[config.mk]
export PLATFORM = sky130hd
export DESIGN_NAME = ifu_fetch
export DESIGN_NICKNAME = d
export VERILOG_FILES = /design/src/rtl/ifu_pkg.sv /design/src/rtl/ifu_inst_fifo.sv /design/src/rtl/ifu_fetch.sv
export SDC_FILE = /design/constraint.sdc
export NUM_CORES = 1
export LEC_CHECK = 0
export BUFFER_PORTS_ARGS = -buffer_cell sky130_fd_sc_hd__buf_2
export CAP_MARGIN = 20
export CORE_MARGIN = 5
export CORE_UTILIZATION = 56
export CTS_CLUSTER_SIZE = 40
export DETAILED_ROUTE_END_ITERATION = 10
export PLACE_DENSITY_LB_ADDON = 0.08
export SLEW_MARGIN = 20
export SYNTH_ARGS = -nofsm -noshare
export SYNTH_HDL_FRONTEND = slang
export SYNTH_SLANG_ARGS = --single-unit
[constraint.sdc]
create_clock -name clock -period 6.2 [get_ports clock]
set_input_delay 0 -clock clock [delete_from_list [all_inputs] [get_ports clock]]
set_output_delay 0 -clock clock [all_outputs]
set_load 0.02 [all_outputs]
[src/rtl/ifu_pkg.sv]
// Shared types and constants for the instruction fetch unit.
package ifu_pkg;

   localparam int IFU_XLEN = 32;
   localparam logic [IFU_XLEN-1:0] RESET_PC_DEFAULT = 32'h8000_0000;

   typedef enum logic [1:0] {
      IDLE,
      REQ,
      WAIT,
      DISCARD
   } fetch_state_e;

   typedef struct packed {
      logic [IFU_XLEN-1:0] pc;
      logic [31:0]         inst;
   } fetch_bundle_t;

endpackage

[src/rtl/ifu_inst_fifo.sv]
// Small power-of-two FIFO of {pc,inst} bundles between fetch and decode.
module ifu_inst_fifo
   import ifu_pkg::*;
#(
   parameter int DEPTH = 2
) (
   input  logic          clock,
   input  logic          reset,
   input  logic          flush,
   input  logic          push,
   input  fetch_bundle_t push_data,
   input  logic          pop,
   output fetch_bundle_t head,
   output logic          full,
   output logic          empty
);

   localparam int PW = (DEPTH > 1) ? $clog2(DEPTH) : 1;
   localparam int CW = PW + 1;

   fetch_bundle_t   mem [DEPTH];
   logic [PW-1:0]   wr_ptr;
   logic [PW-1:0]   rd_ptr;
   logic [CW-1:0]   count;
   logic            do_push;
   logic            do_pop;

   assign full    = (count == CW'(DEPTH));
   assign empty   = (count == '0);
   assign do_pop  = pop && !empty;
   assign do_push = push && (!full || do_pop);
   assign head    = mem[rd_ptr];

   always_ff @(posedge clock or posedge reset) begin
      if (reset) begin
         wr_ptr <= '0;
         rd_ptr <= '0;
         count  <= '0;
         // NOTE: storage is reset so the head reads as zero out of reset; cheap at this depth.
         for (int i = 0; i < DEPTH; i++) mem[i] <= '0;
      end else if (flush) begin
         wr_ptr <= '0;
         rd_ptr <= '0;
         count  <= '0;
      end else begin
         if (do_push) begin
            mem[wr_ptr] <= push_data;
            wr_ptr      <= wr_ptr + PW'(1);
         end
         if (do_pop) rd_ptr <= rd_ptr + PW'(1);
         case ({do_push, do_pop})
            2'b10:   count <= count + CW'(1);
            2'b01:   count <= count - CW'(1);
            default: count <= count;
         endcase
      end
   end

endmodule

[src/rtl/ifu_fetch.sv]
// Fetch stage: owns the PC, issues one imem read at a time, buffers results for decode
// and handles redirects by flushing the buffer and discarding any in-flight response.
module ifu_fetch
   import ifu_pkg::*;
#(
   parameter int              XLEN       = IFU_XLEN,
   parameter logic [XLEN-1:0] RESET_PC   = RESET_PC_DEFAULT,
   parameter int              FIFO_DEPTH = 2
) (
   input  logic            clock,
   input  logic            reset,
   input  logic            redirect_valid,
   input  logic [XLEN-1:0] redirect_pc,
   output logic            imem_req_valid,
   input  logic            imem_req_ready,
   output logic [XLEN-1:0] imem_req_addr,
   input  logic            imem_rsp_valid,
   input  logic [31:0]     imem_rsp_inst,
   output logic            out_valid,
   input  logic            out_ready,
   output logic [XLEN-1:0] out_pc,
   output logic [31:0]     out_inst
);

   if (XLEN != IFU_XLEN) begin : g_xlen_check
      $error("ifu_fetch: XLEN must match ifu_pkg::IFU_XLEN");
   end

   fetch_state_e    state;
   logic [XLEN-1:0] pc;
   logic [XLEN-1:0] req_pc;
   logic            fifo_full;
   logic            fifo_empty;
   logic            fifo_push;
   fetch_bundle_t   push_data;
   fetch_bundle_t   head;

   // NOTE: request valid is combinational so a same-cycle redirect can suppress it.
   assign imem_req_valid = (state == REQ) && !fifo_full && !redirect_valid;
   assign imem_req_addr  = pc;

   assign fifo_push = (state == WAIT) && imem_rsp_valid && !redirect_valid;
   assign push_data = '{pc: req_pc, inst: imem_rsp_inst};

   assign out_valid = !fifo_empty;
   assign out_pc    = head.pc;
   assign out_inst  = head.inst;

   ifu_inst_fifo #(
      .DEPTH (FIFO_DEPTH)
   ) u_fifo (
      .clock     (clock),
      .reset     (reset),
      .flush     (redirect_valid),
      .push      (fifo_push),
      .push_data (push_data),
      .pop       (out_ready),
      .head      (head),
      .full      (fifo_full),
      .empty     (fifo_empty)
   );

   always_ff @(posedge clock or posedge reset) begin
      if (reset) begin
         state  <= IDLE;
         pc     <= RESET_PC;
         req_pc <= RESET_PC;
      end else if (redirect_valid) begin
         pc <= redirect_pc & ~XLEN'(3);
         // An outstanding fetch must be absorbed before new requests go out.
         case (state)
            WAIT, DISCARD: state <= imem_rsp_valid ? REQ : DISCARD;
            default:       state <= REQ;
         endcase
      end else begin
         case (state)
            IDLE: state <= REQ;
            REQ: begin
               if (imem_req_valid && imem_req_ready) begin
                  req_pc <= pc;
                  state  <= WAIT;
               end
            end
            WAIT: begin
               if (imem_rsp_valid) begin
                  pc    <= req_pc + XLEN'(4);
                  state <= REQ;
               end
            end
            DISCARD: begin
               if (imem_rsp_valid) state <= REQ;
            end
            default: state <= IDLE;
         endcase
      end
   end

endmodule

==> impl_metrics.json, run 1 <==
{
  "critPathTopFamily": "simple AND/OR/NAND/NOR gates",
  "grt_first_pass_wirelength_mm": 32.9,
  "cp_max_fo": 35,
  "cts_hold_buffers": 65,
  "cp.buffers_inverters": 1,
  "post_dp_cell_area_mm2": 0.00999,
  "path_clk_slew_ns": 0.06,
  "async_flop_share_pct": 100,
  "critPathSlowestCell": "nor2_4",
  "cap_violations": 0,
  "synthCells": 685,
  "startpoint_type": "flop",
  "grt_pass1_vias": 6480,
  "finalSetupTns_ns": 0,
  "finalHoldViolCount": 0,
  "cts_inserted_buffers": 17,
  "detail_route.wl_per_cell_um": 18.3,
  "skew_ns": 0.00693,
  "grt_setup_unrepaired": "false",
  "setup_viol": 0,
  "fin_crit_ns": 2.85,
  "drv_slew": 0,
  "final_cell_area_mm2": 0.0112,
  "gp_congestion": 0.774,
  "fp.dieArea_mm2": 0.0187,
  "antenna_found_initial": 0,
  "ioPinCount": 168,
  "syn-cell-area_mm2": 0.00902,
  "cts_setup_buffers": 0,
  "critPathKind": "flop to flop",
  "ant_nets": 0,
  "max_freq_mhz": 351,
  "pwr_density_cell_mw_per_mm2": 322,
  "htree_levels": 4,
  "overflow": 0,
  "synth_cell_types": 53,
  "synth-seq-cells": 198,
  "port_buffers": 165,
  "die_x_um": 137,
  "critPathArrivalTime_ns": 3.16,
  "core_area_mm2": 0.0158,
  "synth_edf_count": 0,
  "cp.required_ns": 6.51,
  "leakagePower_uw": 0.00553,
  "dpl.hpwl_mm": 13.2,
  "synth_nets": 756,
  "status": "finished clean",
  "fin_util_pct": 71.0,
  "insertion_delay_ns": 0.43,
  "drcViolationCount": 0,
  "area_growth_syn_to_layout_pct": 24.6,
  "cts.sink_count": 198,
  "die_h_um": 137,
  "nets": 972,
  "worst_pin_slew_ns": 1.01,
  "fin_crit_sh_pct": 45.9,
  "cts_tree": "done",
  "cts.path.max_buffers": 2,
  "synth_ff_type": "dfrtp_1",
  "diodes": 0,
  "multi_input_area_mm2": 0.00384,
  "grt_max_degree": 133,
  "first_iter_violations": 342,
  "via_per_inst": 5.51,
  "avgSynthCellArea_um2": 13.2,
  "first_pass_iters": 5,
  "cp-end-kind": "flop",
  "seq_area_mm2": 0.00496,
  "cpPeakStageDelay_ns": 0.79,
  "cp_cell_sequence": "nand3b_1, nor2_1, o21ai_1, nor2_4, buf_4, mux2_2",
  "cts_resized": 0,
  "peakVddDrop_mv": 0.210,
  "yosys_warnings": 0,
  "grt_use_total_pct": 22.5,
  "min_path_type": "input pin to flop",
  "start_util_pct": 57.0,
  "fillerInstances": 1110,
  "root_buffer": "clkbuf_16",
  "drive_gt1_share_pct": 48.2,
  "rows": 46,
  "maxSlewHeadroom_pct": 32.6,
  "seq_area_frac_synth_pct": 55.0,
  "routed_wl_mm": 20.6,
  "vias": 6213
}
-- power by group --
group | internal (µW) | leakage, µW | switching [µW] | total [µW]
registers | 1490 | 0.00260 | 185 | 1670
clock network | 662 | 0.000288 | 459 | 1120
logic | 400 | 0.00264 | 419 | 819
total | 2550 | 0.00553 | 1060 | 3610
-- through the flow --
stage	hold slack, ns	worst slack (ns)	total power, µW	instances
after CTS	0.182	3.33	3650	1128
after floorplan	0.109	0.806	2220	685
after detailed placement	0.223	3.32	2490	1033
after global placement	0.206	3.44	2450	1033
final	0.184	3.35	3610	1128
after global routing	0.230	3.21	3790	1128
-- metal layers --
metal  vias up  GRT usage, %  share of wire [%]
li1       2886             -                  -
met2       166          38.7                 51
met4         0          6.49                1.2
met3        21          3.75                4.2
met5         -             0                  0
met1      3140          29.5                 43
-- logic make-up after synthesis --
family                   count (synthesis)  share of synthesized area (%)
buffers and inverters                   47                           2.41
AO/OA/AOI/OAI                           60                           4.56
adder cells (fa/ha/maj)                  1                          0.139
flip-flops                             198                           55.0
AND/OR/NAND/NOR                        132                           7.80
multiplexers                           222                           27.7
XOR/XNOR                                25                           2.43
-- worst reg2reg max path, cell delays in order (launching register included) --
cell	delay, ns
dfrtp_1	0.43
nand3b_1	0.21
nor2_1	0.14
o21ai_1	0.16
nor2_4	0.79
buf_4	0.59
mux2_2	0.42
-- area by class of cell --
cell class                 instances  area share [%]
clock buffer                      22            4.22
clock inverter                     8            1.10
inverter                           5           0.234
multi-input combinational        440            34.2
sequential                       198            44.1
tap                              216            2.40
timing repair buffer             239            13.7
-- flip-flops by register name, indices dropped and copies added (netlist names) --
register and flops:
req_pc 32, imem_req_addr 32, u_fifo.rd_ptr 1, u_fifo.count 2, u_fifo.wr_ptr 1, state 2
u_fifo.mem 128
-- cells in the mapped netlist (2+ instances only) --
cell      instances  area, µm²
a21oi_1          15       75.1
and3_1            5       31.3
and4_1            2       17.5
buf_1             3       11.3
buf_2            14       70.1
buf_4             6       45.0
clkbuf_1         18       67.6
dfrtp_1         196       4900
dfstp_2           2       52.6
inv_1             5       18.8
mux2_1            5       56.3
mux2_2          216       2430
nand2_1          54        203
nand2b_1          2       12.5
nand3_1           7       35.0
nand3_2           2       20.0
nand3b_1          2       15.0
nand4_1          13       81.3
nor2_1           20       75.1
nor2b_1           2       12.5
nor3_1            5       25.0
nor3b_1           4       30.0
nor4_1            2       12.5
o21ai_0          15       75.1
o21ai_1           3       15.0
o221ai_1         12        105
o221ai_2          2       30.0
o31ai_1           4       30.0
or2_2             2       12.5
xnor2_1           7       61.3
xor2_1           18        158
-- layout by cell type, fill, tap and decap left out, types with 5 or more instances in the layout --
| cell type | Yosys | final |
|---|---|---|
| o21ai_0 | 15 | 15 |
| nand2_1 | 54 | 54 |
| buf_2 | 14 | 165 |
| clkbuf_16 | 0 | 17 |
| dlygate4sd3_1 | 0 | 65 |
| xnor2_1 | 7 | 7 |
| dfrtp_1 | 196 | 195 |
| nor3_1 | 5 | 5 |
| nor2_1 | 20 | 20 |
| a21oi_1 | 15 | 15 |
| nand4_1 | 13 | 13 |
| o221ai_1 | 12 | 12 |
| mux2_1 | 5 | 5 |
| mux2_2 | 216 | 216 |
| and3_1 | 5 | 5 |
| buf_4 | 6 | 9 |
| nand3_1 | 7 | 7 |
| xor2_1 | 18 | 18 |
-- path summary, 6_finish.rpt --
path | from | endpoint | slack (ns) | cells after the start
min reg2reg | u_fifo.mem[62] | u_fifo.mem[62] | 0.48 | 2
min in group asynchronous | reset | u_fifo.mem[78] | 0.30 | 3
max | state[0] | u_fifo.mem[102] | 3.35 | 6
max reg2reg | state[0] | u_fifo.mem[102] | 3.35 | 6
min | imem_req_ready | state[1] | 0.18 | 4
max in group asynchronous | reset | imem_req_addr[6] | 4.53 | 4
No activity file was read; power rests on OpenSTA's default activity.
==> inputs of run 2 (changes only) <==
clock period = 2.7 ns   (was 6.2 ns; I/O delays follow)
==> impl_metrics.json, run 2 (synthesis results as in run 1) <==
{
  "crit_end": "imem_req_addr[30]",
  "insertion_delay_ns": 0.43,
  "cts.sink_count": 198,
  "worst_pin_slew_ns": 0.683,
  "maxSlewHeadroom_pct": 54.5,
  "post_dp_cell_area_mm2": 0.0101,
  "grt_setup_unrepaired": "false",
  "cts_hold_buffers": 67,
  "root_buffer": "clkbuf_16",
  "largest_register_ffs": 128,
  "fin_crit_ns": 2.21,
  "min_path_type": "input pin to flop",
  "fin_crit_sh_pct": 81.7,
  "critPathSlowestCell": "nor4_4",
  "rr_startpoint": "req_pc[2]",
  "path_clk_slew_ns": 0.07,
  "drcViolationCount": 0,
  "final_cell_area_mm2": 0.0114,
  "vias": 6212,
  "critPathArrivalTime_ns": 2.48,
  "fin_util_pct": 71.8,
  "use_met1_pct": 29.6,
  "grt_use_met3_pct": 4.45,
  "cap_violations": 0,
  "cp.required_ns": 2.97,
  "cp.buffers_inverters": 0,
  "pwr_density_cell_mw_per_mm2": 744,
  "area_growth_syn_to_layout_pct": 25.9,
  "die_x_um": 137,
  "fp.dieArea_mm2": 0.0187,
  "ant_nets": 0,
  "finalSetupTns_ns": 0,
  "grt_max_degree": 125,
  "cts_tree": "done",
  "max_freq_mhz": 453,
  "cpPeakStageDelay_ns": 0.65,
  "drv_slew": 0,
  "grt_use_met2_pct": 40.9,
  "drive_gt1_share_pct": 48.7,
  "first_pass_iters": 4,
  "finalHoldViolCount": 0,
  "ioPinCount": 168,
  "gp_congestion": 0.759,
  "cp_cell_sequence": "ha_1, nand3_4, nor4_4, nand3_1, xnor2_1, o221ai_1",
  "final_common_cell": "mux2_2",
  "critPathTopFamily": "simple AND/OR/NAND/NOR gates",
  "fillerInstances": 1101,
  "rows": 46,
  "cp-end-kind": "flop",
  "peakVddDrop_mv": 0.529,
  "dpl.hpwl_mm": 13.6,
  "grt_use_total_pct": 23.1,
  "die_h_um": 137,
  "cts_resized": 0,
  "status": "finished clean",
  "crit_start": "req_pc[2]",
  "setup_viol": 0,
  "cts.path.max_buffers": 2,
  "fin_hold_ws_ns": 0.175,
  "first_iter_violations": 340,
  "port_buffers": 165,
  "htree_levels": 4,
  "core_area_mm2": 0.0158,
  "rrSetupSlack_ns": 0.49,
  "cts_setup_buffers": 0,
  "start_util_pct": 57.0,
  "diodes": 0,
  "via_per_inst": 5.47,
  "detail_route.wl_per_cell_um": 18.4,
  "mostFrequentLayoutCells": "216 x mux2_2, 195 x dfrtp_1, 165 x buf_2, 67 x dlygate4sd3_1, 53 x nand2_1",
  "routed_wl_mm": 20.9,
  "finalPower_uw": 8450,
  "path_depth": 6,
  "nets": 977,
  "cts_inserted_buffers": 17,
  "antenna_found_initial": 0,
  "cp_max_fo": 9,
  "skew_ns": 0.0104,
  "startpoint_type": "flop",
  "busiest_layer": "met2",
  "leakagePower_uw": 0.00559,
  "critPathKind": "flop to flop",
  "overflow": 0,
  "grt_first_pass_wirelength_mm": 33.8,
  "largest-register": "u_fifo.mem",
  "reg2regPathDepth": 6,
  "r2r-end": "imem_req_addr[30]",
  "grt_pass1_vias": 6615
}
[run 2: cell types whose count changed in the layout (fill, tap and decap cells not counted), sizes merged]
cell,change
buf,+3
dlygate4sd3,+2
inv,+3
bufinv,+1
clkbuf,-4
clkinv,+1
clkinvlp,+1
[run 2: worst min path at each step]
| stage | start | to | slack, ns | cells past startpoint |
|---|---|---|---|---|
| 3_5_place_dp | reset | u_fifo.mem[86] | 0.18 | 3 |
| 3_3_place_gp | reset | u_fifo.mem[22] | 0.16 | 3 |
| 2_1_floorplan | imem_rsp_valid | state[1] | 0.11 | 1 |
| 6_report | imem_req_ready | state[1] | 0.17 | 4 |
| 4_1_cts | imem_req_ready | state[1] | 0.18 | 4 |
| 5_1_grt | imem_req_ready | state[1] | 0.20 | 4 |
[run 2: area by class of cell]
class | count | area, µm² | area share [%]
tap | 216 | 270 | 2.38
timing repair buffer | 244 | 1620 | 14.3
clock inverter | 14 | 196 | 1.73
sequential | 198 | 4960 | 43.7
clock buffer | 18 | 439 | 3.87
multi-input combinational | 440 | 3850 | 33.9
inverter | 5 | 22.5 | 0.198
[run 2: power breakdown]
part / internal (µW) / total, µW / leakage, µW / switching [µW]
clock network: 1590 / 2700 / 0.000309 / 1120
registers: 3420 / 3850 / 0.00260 / 432
logic: 928 / 1900 / 0.00268 / 969
total: 5940 / 8450 / 0.00559 / 2520
[run 2: per-stage QoR]
step	instances	setup slack, ns
2_1_floorplan	685	0.141
3_3_place_gp	1036	0.608
3_5_place_dp	1036	0.548
4_1_cts	1135	0.509
5_1_grt	1135	0.404
6_report	1135	0.493
[run 2: worst register-to-register path: stages, from the launching register on]
cell and delay, ns:
dfrtp_1 0.45, ha_1 0.28, nand3_4 0.15, nor4_4 0.65, nand3_1 0.21, xnor2_1 0.19
o221ai_1 0.12
[run 2: metal layers]
| layer | part of all wire [%] | up-vias |
|---|---|---|
| li1 | - | 2903 |
| met1 | 42 | 3159 |
| met2 | 53 | 139 |
| met3 | 5.0 | 11 |
| met4 | 0.70 | 0 |
| met5 | 0 | - |
